### src/rtl/program_loader_pkg.sv
// Shared types for the program loader: FSM state encoding and datapath widths.
package program_loader_pkg;

  typedef enum logic [2:0] {
    LDR_IDLE,
    LDR_LOAD,
    LDR_CHECK,
    LDR_DONE,
    LDR_ERROR
  } ldr_state_t;

  localparam int BYTE_W  = 8;
  localparam int WORD_W  = 32;
  localparam int COUNT_W = 16;

  function automatic logic [BYTE_W-1:0] csum_add(input logic [BYTE_W-1:0] acc,
                                                 input logic [BYTE_W-1:0] val);
    return acc + val;
  endfunction

endpackage

### src/rtl/program_loader_word_packer.sv
// Packs little-endian bytes into 32-bit words and keeps the running mod-256 checksum.
module program_loader_word_packer
  import program_loader_pkg::*;
(
  input  logic              clk,
  input  logic              reset,
  input  logic              clear,
  input  logic              accept,
  input  logic [BYTE_W-1:0] byte_data,
  output logic              word_complete,
  output logic [WORD_W-1:0] word,
  output logic [BYTE_W-1:0] checksum
);

  logic [1:0]        byte_idx;
  logic [WORD_W-1:0] assembly;

  always_ff @(posedge clk) begin
    if (reset || clear) begin
      byte_idx <= '0;
      assembly <= '0;
      checksum <= '0;
    end else if (accept) begin
      assembly[{byte_idx, 3'b000} +: BYTE_W] <= byte_data;
      byte_idx <= byte_idx + 2'd1;
      checksum <= csum_add(checksum, byte_data);
    end
  end

  // The top byte is merged combinationally so the word is ready on the accepting edge.
  assign word_complete = accept && (byte_idx == 2'd3);
  assign word          = {byte_data, assembly[23:0]};

endmodule

### src/rtl/program_loader.sv
// Byte-stream program loader: fills instruction memory, verifies checksum, releases CPU reset.
module program_loader
  import program_loader_pkg::*;
#(
  parameter int          PROGRAM_SIZE = 29,
  parameter logic [31:0] BASE_ADDR    = 32'h0000_0000
) (
  input  logic               clk,
  input  logic               reset,
  input  logic               start,
  input  logic               byte_valid,
  input  logic [BYTE_W-1:0]  byte_data,
  output logic               byte_ready,
  output logic               imem_wr_en,
  output logic [WORD_W-1:0]  imem_wr_addr,
  output logic [WORD_W-1:0]  imem_wr_data,
  output logic               cpu_reset_n,
  output logic               busy,
  output logic               done,
  output logic               error,
  output logic [COUNT_W-1:0] word_count
);

  localparam logic [COUNT_W-1:0] LAST_WORD = COUNT_W'(PROGRAM_SIZE - 1);

  ldr_state_t        state_q, state_d;
  logic              accept, load_accept, start_ok;
  logic              word_complete;
  logic [WORD_W-1:0] word;
  logic [BYTE_W-1:0] checksum;

  assign accept      = byte_valid && byte_ready;
  assign load_accept = accept && (state_q == LDR_LOAD);
  assign start_ok    = start && (state_q == LDR_IDLE || state_q == LDR_DONE ||
                                 state_q == LDR_ERROR);

  program_loader_word_packer u_packer (
    .clk          (clk),
    .reset        (reset),
    .clear        (start_ok),
    .accept       (load_accept),
    .byte_data    (byte_data),
    .word_complete(word_complete),
    .word         (word),
    .checksum     (checksum)
  );

  always_ff @(posedge clk) begin
    if (reset) state_q <= LDR_IDLE;
    else       state_q <= state_d;
  end

  always_comb begin
    state_d = state_q;
    case (state_q)
      LDR_IDLE, LDR_DONE, LDR_ERROR: if (start) state_d = LDR_LOAD;
      LDR_LOAD:  if (word_complete && word_count == LAST_WORD) state_d = LDR_CHECK;
      LDR_CHECK: if (accept) state_d = (byte_data == checksum) ? LDR_DONE : LDR_ERROR;
      default:   state_d = LDR_IDLE;
    endcase
  end

  // Status outputs are registered from the next state so they track state_q exactly.
  always_ff @(posedge clk) begin
    if (reset) begin
      byte_ready   <= 1'b0;
      busy         <= 1'b0;
      done         <= 1'b0;
      error        <= 1'b0;
      cpu_reset_n  <= 1'b0;
      imem_wr_en   <= 1'b0;
      imem_wr_addr <= '0;
      imem_wr_data <= '0;
      word_count   <= '0;
    end else begin
      byte_ready  <= (state_d == LDR_LOAD) || (state_d == LDR_CHECK);
      busy        <= (state_d == LDR_LOAD) || (state_d == LDR_CHECK);
      done        <= (state_d == LDR_DONE);
      error       <= (state_d == LDR_ERROR);
      cpu_reset_n <= (state_d == LDR_DONE);
      imem_wr_en  <= word_complete;
      if (start_ok) begin
        word_count <= '0;
      end else if (word_complete) begin
        imem_wr_addr <= BASE_ADDR + {14'b0, word_count, 2'b00};
        imem_wr_data <= word;
        word_count   <= word_count + 1'b1;
      end
    end
  end

endmodule

### config.mk
export PLATFORM = sky130hd
export DESIGN_NAME = program_loader
export DESIGN_NICKNAME = d
export VERILOG_FILES = /design/src/rtl/program_loader_pkg.sv /design/src/rtl/program_loader_word_packer.sv /design/src/rtl/program_loader.sv
export SDC_FILE = /design/constraint.sdc
export NUM_CORES = 1
export LEC_CHECK = 0
export BUFFER_PORTS_ARGS = -buffer_cell sky130_fd_sc_hd__buf_2
export CORE_UTILIZATION = 54
export CTS_BUF_LIST = sky130_fd_sc_hd__clkbuf_16
export CTS_CLUSTER_DIAMETER = 50
export DETAILED_ROUTE_END_ITERATION = 6
export PLACE_DENSITY = 0.79
export SYNTH_ARGS = -nofsm -noshare
export SYNTH_HDL_FRONTEND = slang
export SYNTH_SLANG_ARGS = --single-unit
### constraint.sdc
create_clock -name clk -period 2.4 [get_ports clk]
set_input_delay 0.24 -clock clk [delete_from_list [all_inputs] [get_ports clk]]
set_output_delay 0.24 -clock clk [all_outputs]
set_load 0.01 [all_outputs]
== Word level (Yosys, flattened, before mapping) ==
Index checks and enable logic that the tools add are counted.

* Bits in registers: 113
* Logic and storage cells: 48
* Output and inout bits: 86
* Bits of input ports: 12

* Mux-type cells: 6
* Bitwise operators: 1
* Shift-type cells: 2
* Reductions and logical operators: 13
* $add $sub $neg: 4
* Equal/unequal tests: 11

{| class="wikitable"
|+ Operators with widths
! operator !! number
|-
| $bwmux W32 || 1
|-
| $shift A8 B7 Y32 const A || 1
|-
| $shiftx A8 B7 Y32 || 1
|-
| $add A16 B1 Y16 const B || 1
|-
| $eq A16 B5 Y1 const B || 1
|-
| $eq A3 B2 Y1 const B || 4
|-
| $mux W3 || 4
|-
| $pmux W3 S3 || 1
|-
| $add A8 B8 Y8 || 1
|-
| $eq A8 B8 Y1 || 1
|-
| $neg A5 Y7 || 1
|-
| $eq A3 B1 Y1 const B || 2
|-
| $eq A3 B3 Y1 const B || 2
|-
| $logic_and A1 B1 Y1 || 5
|-
| $logic_or A1 B1 Y1 || 4
|-
| $logic_not A3 Y1 || 1
|-
| $reduce_or A3 Y1 || 1
|-
| $add A2 B1 Y2 const B || 1
|-
| $eq A2 B2 Y1 const B || 1
|-
| $reduce_and A2 Y1 || 1
|-
| $reduce_or A2 Y1 || 1
|-
| $not A1 Y1 || 1
|}

== Logic depth before layout (Yosys ltp) ==
Gate-level depths: netlist of the first run.

* Depth after elaboration: 8
* Depth in mapped cells: 8
* Mapped depth without buffers: 8

== By module ==
A second synthesis of the first run with hierarchy kept.

* Cell total of the unflattened synthesis: 555
* Area total of the unflattened synthesis: 4798.4 µm²

{| class="wikitable"
|+ By module, submodules not included
! module !! times used !! cells an instance !! area each (µm²) !! sequential area each (µm²)
|-
| program_loader || 1 || 375 || 3119.2 || 1421.4
|-
| program_loader_word_packer || 1 || 180 || 1679.1 || 680.7
|}

== Worst setup path after synthesis of the first run ==
Ideal clock, no wire load.

* Path kind: reg2reg
* Start: register u_packer.checksum[0]
* End: register u_packer.checksum[6]
* Setup time: 0.060 ns
* Data arrival time: 1.840 ns
* Path slack: 0.499 ns
* Period minus slack after synthesis: 1.901 ns
* Path buffers: 0
* Cell stages (with the launch flop): 9
* Required time: 2.340 ns
* Cells stage by stage: dfxtp_1 -> ha_1 -> inv_1 -> fa_1 -> nand2b_1 -> a21oi_1 -> o21ai_0 -> a2111oi_0 -> a311o_1

* Cells in the longest elaborated chain, start to end: 1

{| class="wikitable"
|+ RTL lines
! what !! RTL line !! source
|-
| start: declaration || program_loader_word_packer.sv:12 || <nowiki>output logic [BYTE_W-1:0] checksum</nowiki>
|-
| start signal: assignment || program_loader_word_packer.sv:26 || <nowiki>checksum <= csum_add(checksum, byte_data);</nowiki>
|-
| $add A8 B8 Y8 || program_loader_pkg.sv:18 || <nowiki>return acc + val;</nowiki>
|}

Every way passes these cells.
A chain may end at the register's enable or synchronous reset.

== Worst setup path in the final report of the first run ==
Ends and elaborated chain as after synthesis.

==> results.toml, run 1 <==
[die]
core_area_um2 = 7888
ios = 98
die_y_um = 93.29
chipWidth_um = 93.29
dieArea_um2 = 8703
rows = 32
initial_core_util_pct = 57.06

[yosys]
netlist_area_um2 = 4501
syn_inst = 560
yosys_warnings = 0
synth-seq-area-share_pct = 46.71
yosysUniqueCellTypes = 44
synth_top_flop_cell = "dfxtp_1"
synth_edf_count = 0
syn_area_per_cell_um2 = 8.037
async_flop_share_pct = 0
ys_ff_latch = 105

[cells_and_area]
n_antenna_cell = 0
stdcell_area_um2 = 5205
register_area_um2 = 2102
drive_gt1_share_pct = 17.27
n_fill_cell = 688
area_delta_synth_final_pct = 15.65
multi_input_area_um2 = 2140
nets = 654

[hold_path]
hold_class = "in -> reg"
hp-start = "byte_data[0]"

[routing]
avgRoutedWirePerCell_um = 14.31
firstDrtPassIters = 5
antenna_left = 0
routed_wl_um = 10490
dr_total_vias = 4052
initialDrtViolationCount = 219
drt-vias-per-instance = 5.528
route.detailed.drc = 0

[global_route]
grt_use_met1_pct = 32.85
grt_pass1_vias = 3577
antenna_found_initial = 0
grt_max_degree = 56
grt-busiest-layer = "met2"
grtUsageMet3_pct = 3.577
grt_usage_pct = 24.75
grt_pass1_wl_um = 17020
overflow = 0
grt_use_met2_pct = 41.12

[sta]
fin_crit_sh_pct = 90.71
fin_skew_ns = 0.005722
relSlewSlack_pct = 62.58
finalSetupViolCount = 0
tns_ns = 0
slew_violations = 0
hold_viol_final = 0
tightestPinTransition_ns = 0.5613
rsz0062_at_grt = "false"
fin_crit_ns = 2.177
fmax_mhz = 459.3

[run_status]
status = "completed"

[critical_path]
cp_cell_sequence = "ha_1, inv_1, fa_1, nand2b_1, a21oi_1, o21ai_0, a2111oi_1, a311o_1"
start_kind = "flip-flop"
cpMaxStageDelayCell = "fa_1"
timing.rr.start = "u_packer.checksum[0]$_SDFFE_PP0P_"
cp-startpoint = "u_packer.checksum[0]$_SDFFE_PP0P_"
cp_top_family = "compound AO/OA/AOI/OAI gates"
crit_end = "u_packer.checksum[6]$_SDFFE_PP0P_"
path_class = "reg -> reg"
worstRegToRegCells = 8
cp_num_cells = 8
crit_fanout = 3
r2r_slack_ns = 0.22
rr_endpoint = "u_packer.checksum[6]$_SDFFE_PP0P_"
cp.required_ns = 2.69
worst-path-buf-inv = 1
cp-end-kind = "flip-flop"
cp_data_arrival_time_ns = 2.46
cp_slowest_stage_delay_ns = 0.41

[pwr]
ir_drop_uv = 489.4
p_per_area_nw_per_um2 = 623.9
power.leakage_nw = 2.059

[clocking]
cts.clk_slew.worst_paths_ns = 0.07
numCtsBuffers = 9
clkLatencyLatePin_ns = 0.34
root_buffer = "clkbuf_16"
clockBufferDepth = 2
cts_tree = "yes"
cts.htree.levels = 3
clock-sinks = 105

[placed_design]
io_buffers = 81
place_congestion = 0.8960
place_area_um2 = 4933
hpwlAfterDp_um = 7364

[job]
max_cap_viol_count = 0
-- where the power goes --
| group | internal (W) | switching [W] |
|---|---|---|
| registers | 0.00175 | 0.00000585 |
| logic | 0.0000421 | 0.000109 |
| clock network | 0.000703 | 0.000641 |
-- flip-flops by register name (all words and copies together), names as in the netlist --
name	cells
imem_wr_data	32
u_packer.assembly	24
imem_wr_addr	16
word_count	16
u_packer.checksum	8
state_q	3
u_packer.byte_idx	2
busy	1
done	1
error	1
imem_wr_en	1
-- repair_timing --
action | CTS | global route
endpoints found under the setup margin | 0 | 1
setup buffers | 0 | 0
gates resized for setup | 0 | 1
hold buffers | 0 | 0
-- layout make-up --
| cell class | count | area share, % |
|---|---|---|
| clock inverter | 6 | 0.8654 |
| clock buffer | 9 | 4.327 |
| timing repair buffer | 92 | 9.856 |
| inverter | 14 | 1.010 |
| tap | 102 | 2.452 |
| sequential | 105 | 40.38 |
| multi-input combinational | 405 | 41.11 |
-- how the worst min path moves through the flow --
| stage | to | slack [ns] | cells past startpoint |
|---|---|---|---|
| 4_1_cts | imem_wr_data[24]$_SDFFE_PP0P_ | 0.19 | 3 |
| 3_5_place_dp | imem_wr_addr[4]$_SDFFE_PP0P_ | 0.44 | 2 |
| 2_1_floorplan | imem_wr_data[24]$_SDFFE_PP0P_ | 0.38 | 2 |
| 6_report | imem_wr_data[24]$_SDFFE_PP0P_ | 0.20 | 3 |
| 3_3_place_gp | imem_wr_addr[13]$_SDFFE_PP0P_ | 0.44 | 2 |
| 5_1_grt | imem_wr_data[26]$_SDFFE_PP0P_ | 0.21 | 3 |
-- metal layers --
| metal | wire length (um) | vias to the layer above |
|---|---|---|
| met2 | 5068 | 144 |
| met5 | 0 | - |
| li1 | - | 2012 |
| met3 | 598 | 13 |
| met1 | 4670 | 1883 |
| met4 | 152 | 0 |
-- worst reg2reg max path: cells and delay by family (launching register included) --
family	cells	cell delay (ns)
DFF	1	0.34
buffers and inverters	1	0.07
and+or+nand+nor	1	0.18
AOI/OAI and AO/OA	4	0.93
adders and majority gates	2	0.60
-- layout by cell type, fill, tap and decap left out, drive strengths merged, types with 11 or more instances in the layout --
cell type	Yosys	routed
buf	24	92
ha	14	14
dfxtp	105	105
nand4	32	32
a21oi	86	86
nor2	21	21
nand3	11	11
inv	14	15
nand2	143	143
conb	1	16
-- logic make-up (layout without fill, tap and decap cells) --
logic type	Yosys count	after routing	synth area share, %
adder cells (fa/ha/maj)	15	15	4.337
other	1	16	0.08332
flip-flops	105	105	46.71
XOR/XNOR	16	16	3.114
AND/OR/NAND/NOR	246	246	25.22
buffers and inverters	65	121	7.061
AO/OA/AOI/OAI	112	112	13.48
-- synth_stat cells (3+ instances only) --
master | count | area share (%)
nand2_1 | 143 | 12
dfxtp_1 | 105 | 47
a21oi_1 | 86 | 9.6
nand4_1 | 32 | 4.4
clkbuf_1 | 27 | 2.3
nor2_1 | 21 | 1.8
buf_4 | 18 | 3.0
ha_1 | 14 | 3.9
inv_1 | 14 | 1.2
nand3_1 | 11 | 1.2
o21ai_0 | 9 | 1.0
xor2_1 | 9 | 1.8
nor3_1 | 7 | 0.78
xnor2_1 | 7 | 1.4
and3_1 | 5 | 0.70
buf_2 | 5 | 0.56
nor4_1 | 5 | 0.70
and2_1 | 4 | 0.56
a211oi_1 | 3 | 0.50
nand2b_1 | 3 | 0.42
nor3b_1 | 3 | 0.50
-- metrics by stage --
stage | setup WS [ns] | hold WS (ns) | std cells | util [%] | total power, W
after floorplan | 0.4994 | 0.3760 | 575 | - | 0.001908
after global placement | 0.3434 | 0.4388 | 718 | 62.55 | 0.001935
after detailed placement | 0.2167 | 0.4443 | 718 | 62.55 | 0.001940
after CTS | 0.2752 | 0.1921 | 733 | 65.97 | 0.003268
after global routing | 0.02837 | 0.2116 | 733 | 65.99 | 0.003353
final | 0.2229 | 0.1969 | 733 | 65.99 | 0.003248
Power figures use the tool's default switching activity.
==> inputs of run 2 (changes only) <==
--- a/config.mk
+++ b/config.mk
@@ -6,11 +6,14 @@
 export NUM_CORES = 1
 export LEC_CHECK = 0
 export BUFFER_PORTS_ARGS = -buffer_cell sky130_fd_sc_hd__buf_2
-export CORE_UTILIZATION = 54
+export CELL_PAD_IN_SITES_DETAIL_PLACEMENT = 0
+export CELL_PAD_IN_SITES_GLOBAL_PLACEMENT = 1
+export CORE_UTILIZATION = 41
 export CTS_BUF_LIST = sky130_fd_sc_hd__clkbuf_16
 export CTS_CLUSTER_DIAMETER = 50
 export DETAILED_ROUTE_END_ITERATION = 6
-export PLACE_DENSITY = 0.79
+export PLACE_DENSITY_LB_ADDON = 0.05
 export SYNTH_ARGS = -nofsm -noshare
 export SYNTH_HDL_FRONTEND = slang
+export SYNTH_HIERARCHICAL = 1
 export SYNTH_SLANG_ARGS = --single-unit
==> run 2 against run 1 <==
Net effect:
- clock power hardly changed
- clock skew rose by 0.0015 ns
- first-iteration DRC count increased by 21%
- non-clock buffer count increased by 3
- combinational power is 35% higher
- area after synthesis up 6.6%
- register-to-register slack worse by 0.02 ns
- final cell count rose by 3.5%
- core utilization fell by 18 points
- fmax is 0.84% lower
- worst hold slack better by 0.022 ns
- largest power group unchanged
==> results.toml, run 2 <==
[run_status]
status = "completed"

[clocking]
cts_setup_buffers = 0
cts.htree.levels = 3
root_buffer = "clkbuf_16"
cts_resized = 0
cts.clk_slew.worst_paths_ns = 0.07
clock-sinks = 105
hold_buffers = 0
clkLatencyLatePin_ns = 0.34
clockBufferDepth = 2
numCtsBuffers = 9
cts_tree = "yes"

[pwr]
pwr-share-clk_pct = 40.2
swShare_pct = 24.16
p_per_area_nw_per_um2 = 596.6
sequentialPowerShare_pct = 53.5
switchingPower_w = 0.0007909
power.leakage_nw = 2.147
ir_drop_uv = 378.0
p_comb_share_pct = 6.2
internal_power_w = 0.002482

[routing]
routed_wl_um = 12300
drt-vias-per-instance = 5.394
route.detailed.drc = 0
avgRoutedWirePerCell_um = 16.21
dr_total_vias = 4094
antenna_left = 0
firstDrtPassIters = 4
initialDrtViolationCount = 265

[placed_design]
io_buffers = 81
place_congestion = 0.7892
hpwlAfterDp_um = 8353
dp_slack_ns = 0.1971

[critical_path]
cp_slowest_stage_delay_ns = 0.48
path_class = "reg -> reg"
timing.rr.start = "state_q[2]$_SDFF_PP0_"
start_kind = "flip-flop"
crit_fanout = 6
cp-startpoint = "state_q[2]$_SDFF_PP0_"
cp_data_arrival_time_ns = 2.47
worst-path-buf-inv = 1
cp-end-kind = "flip-flop"
cpMaxStageDelayCell = "or4_1"
cp.required_ns = 2.67
cp_top_family = "simple AND/OR/NAND/NOR gates"
cp_cell_sequence = "inv_1, nand2_1, nor3_2, and2_4, nand4_4, or3_4, or4_1, a21oi_1"

[cells_and_area]
reg_top3 = "imem_wr_data: 32 flops, u_packer/assembly: 24 flops"
area_delta_synth_final_pct = 14.34
nets = 640
n_fill_cell = 1121
final_common_cell = "dfxtp_1"
drive_gt1_share_pct = 20.13
largest-register = "imem_wr_data"
n_antenna_cell = 0
largest_reg_flops = 32
final_cell_mix = "105 x dfxtp_1, 81 x buf_2, 60 x a21oi_1"

[die]
ios = 98
die_y_um = 110.2
initial_core_util_pct = 42.02
rows = 39
core_area_um2 = 11420
dieArea_um2 = 12140
chipWidth_um = 110.2

[sta]
rsz0062_at_grt = "false"
fin_skew_ns = 0.007250
tns_ns = 0
fin_crit_ns = 2.196
fin_crit_sh_pct = 91.49
hold_viol_final = 0
relSlewSlack_pct = 54.03
finalSetupViolCount = 0
tightestPinTransition_ns = 0.6833
fmax_mhz = 455.4
slew_violations = 0
setup_ws_ns = 0.2043

[yosys]
netlist_area_um2 = 4798
synthTopCellsByArea = "dfxtp_1 44%, a21oi_1 6.3%, nand3_1 5.6%"
synth_top_flop_cell = "dfxtp_1"
ys_ff_latch = 105
syn_area_per_cell_um2 = 8.646
synth_common_cells = "105 x dfxtp_1, 60 x a21oi_1, 54 x nand3_1"
synth_top_area_share_pct = 43.81
async_flop_share_pct = 0
synth_area_leader_cell = "dfxtp_1"
yosysUniqueCellTypes = 57
yosys_warnings = 6
synth_edf_count = 0
syn_inst = 555
synth-seq-area-share_pct = 43.81
synth_most_common_cell = "dfxtp_1"

[hold_path]
hp-start = "reset"
hold_class = "in -> reg"

[global_route]
grt_max_degree = 50
overflow = 0
grt_pass1_vias = 3776
antenna_found_initial = 0
grt_usage_pct = 21.03
grt_pass1_wl_um = 19400

[job]
max_cap_viol_count = 0
==> run 2: per-layer routing <==
metal | part of all wire [%] | global-route usage, %
met1 | 48 | 27.87
met2 | 47 | 34.24
met3 | 3.6 | 3.704
met4 | 0.83 | 7.613
met5 | 0 | 0
==> run 2: path summary, 6_finish.rpt <==
check | to | slack (ns) | cells after the start
hold reg to reg | imem_wr_data[23]$_SDFFE_PP0P_ | 0.47 | 2
setup reg to reg | word_count[15]$_SDFFE_PP0P_ | 0.20 | 8
hold / removal | imem_wr_data[11]$_SDFFE_PP0P_ | 0.22 | 2
setup / recovery | word_count[15]$_SDFFE_PP0P_ | 0.20 | 8
==> run 2: final cells by class <==
class                   count  area (um2)  share of cell area [%]
clock buffers               9       225.2                   4.105
clock inverters             5       27.53                  0.5017
inverters                  15       56.30                   1.026
multi-input cells         387        2374                   43.26
flip-flops and latches    105        2102                   38.31
well taps                 143       178.9                   3.261
repair buffers             95       523.0                   9.533
==> run 2: cell families after synthesis <==
| kind of cell | synth area share, % |
|---|---|
| and+or+nand+nor | 19.48 |
| buffers and inverters | 8.396 |
| muxes | 1.043 |
| adders and majority gates | 4.068 |
| other | 0.07815 |
| AOI/OAI and AO/OA | 18.75 |
| xor gates and xnor gates | 4.381 |
| DFF | 43.81 |
==> run 2: power groups by stage <==
stage | Sequential [W] | Clock [W] | Combinational (W)
final | 0.00175 | 0.00132 | 0.000204
after global placement | 0.00179 | 0 | 0.000203
after floorplan | 0.00179 | 0 | 0.000161
after CTS | 0.00175 | 0.00136 | 0.000204
after global routing | 0.00175 | 0.00145 | 0.000224
after detailed placement | 0.00179 | 0 | 0.000204
==> run 2: stage by stage <==
| stage | utilization, % | total power (W) | std cells | instance area, um2 | hold slack [ns] |
|---|---|---|---|---|---|
| floorplan | - | 0.001953 | 570 | 4873 | 0.3883 |
| global placement | 45.79 | 0.001995 | 745 | 5229 | 0.4621 |
| detailed placement | 45.79 | 0.001996 | 745 | 5229 | 0.4653 |
| CTS | 48.01 | 0.003316 | 759 | 5482 | 0.2133 |
| global route | 48.05 | 0.003425 | 759 | 5487 | 0.2241 |
| finish | 48.05 | 0.003273 | 759 | 5487 | 0.2186 |
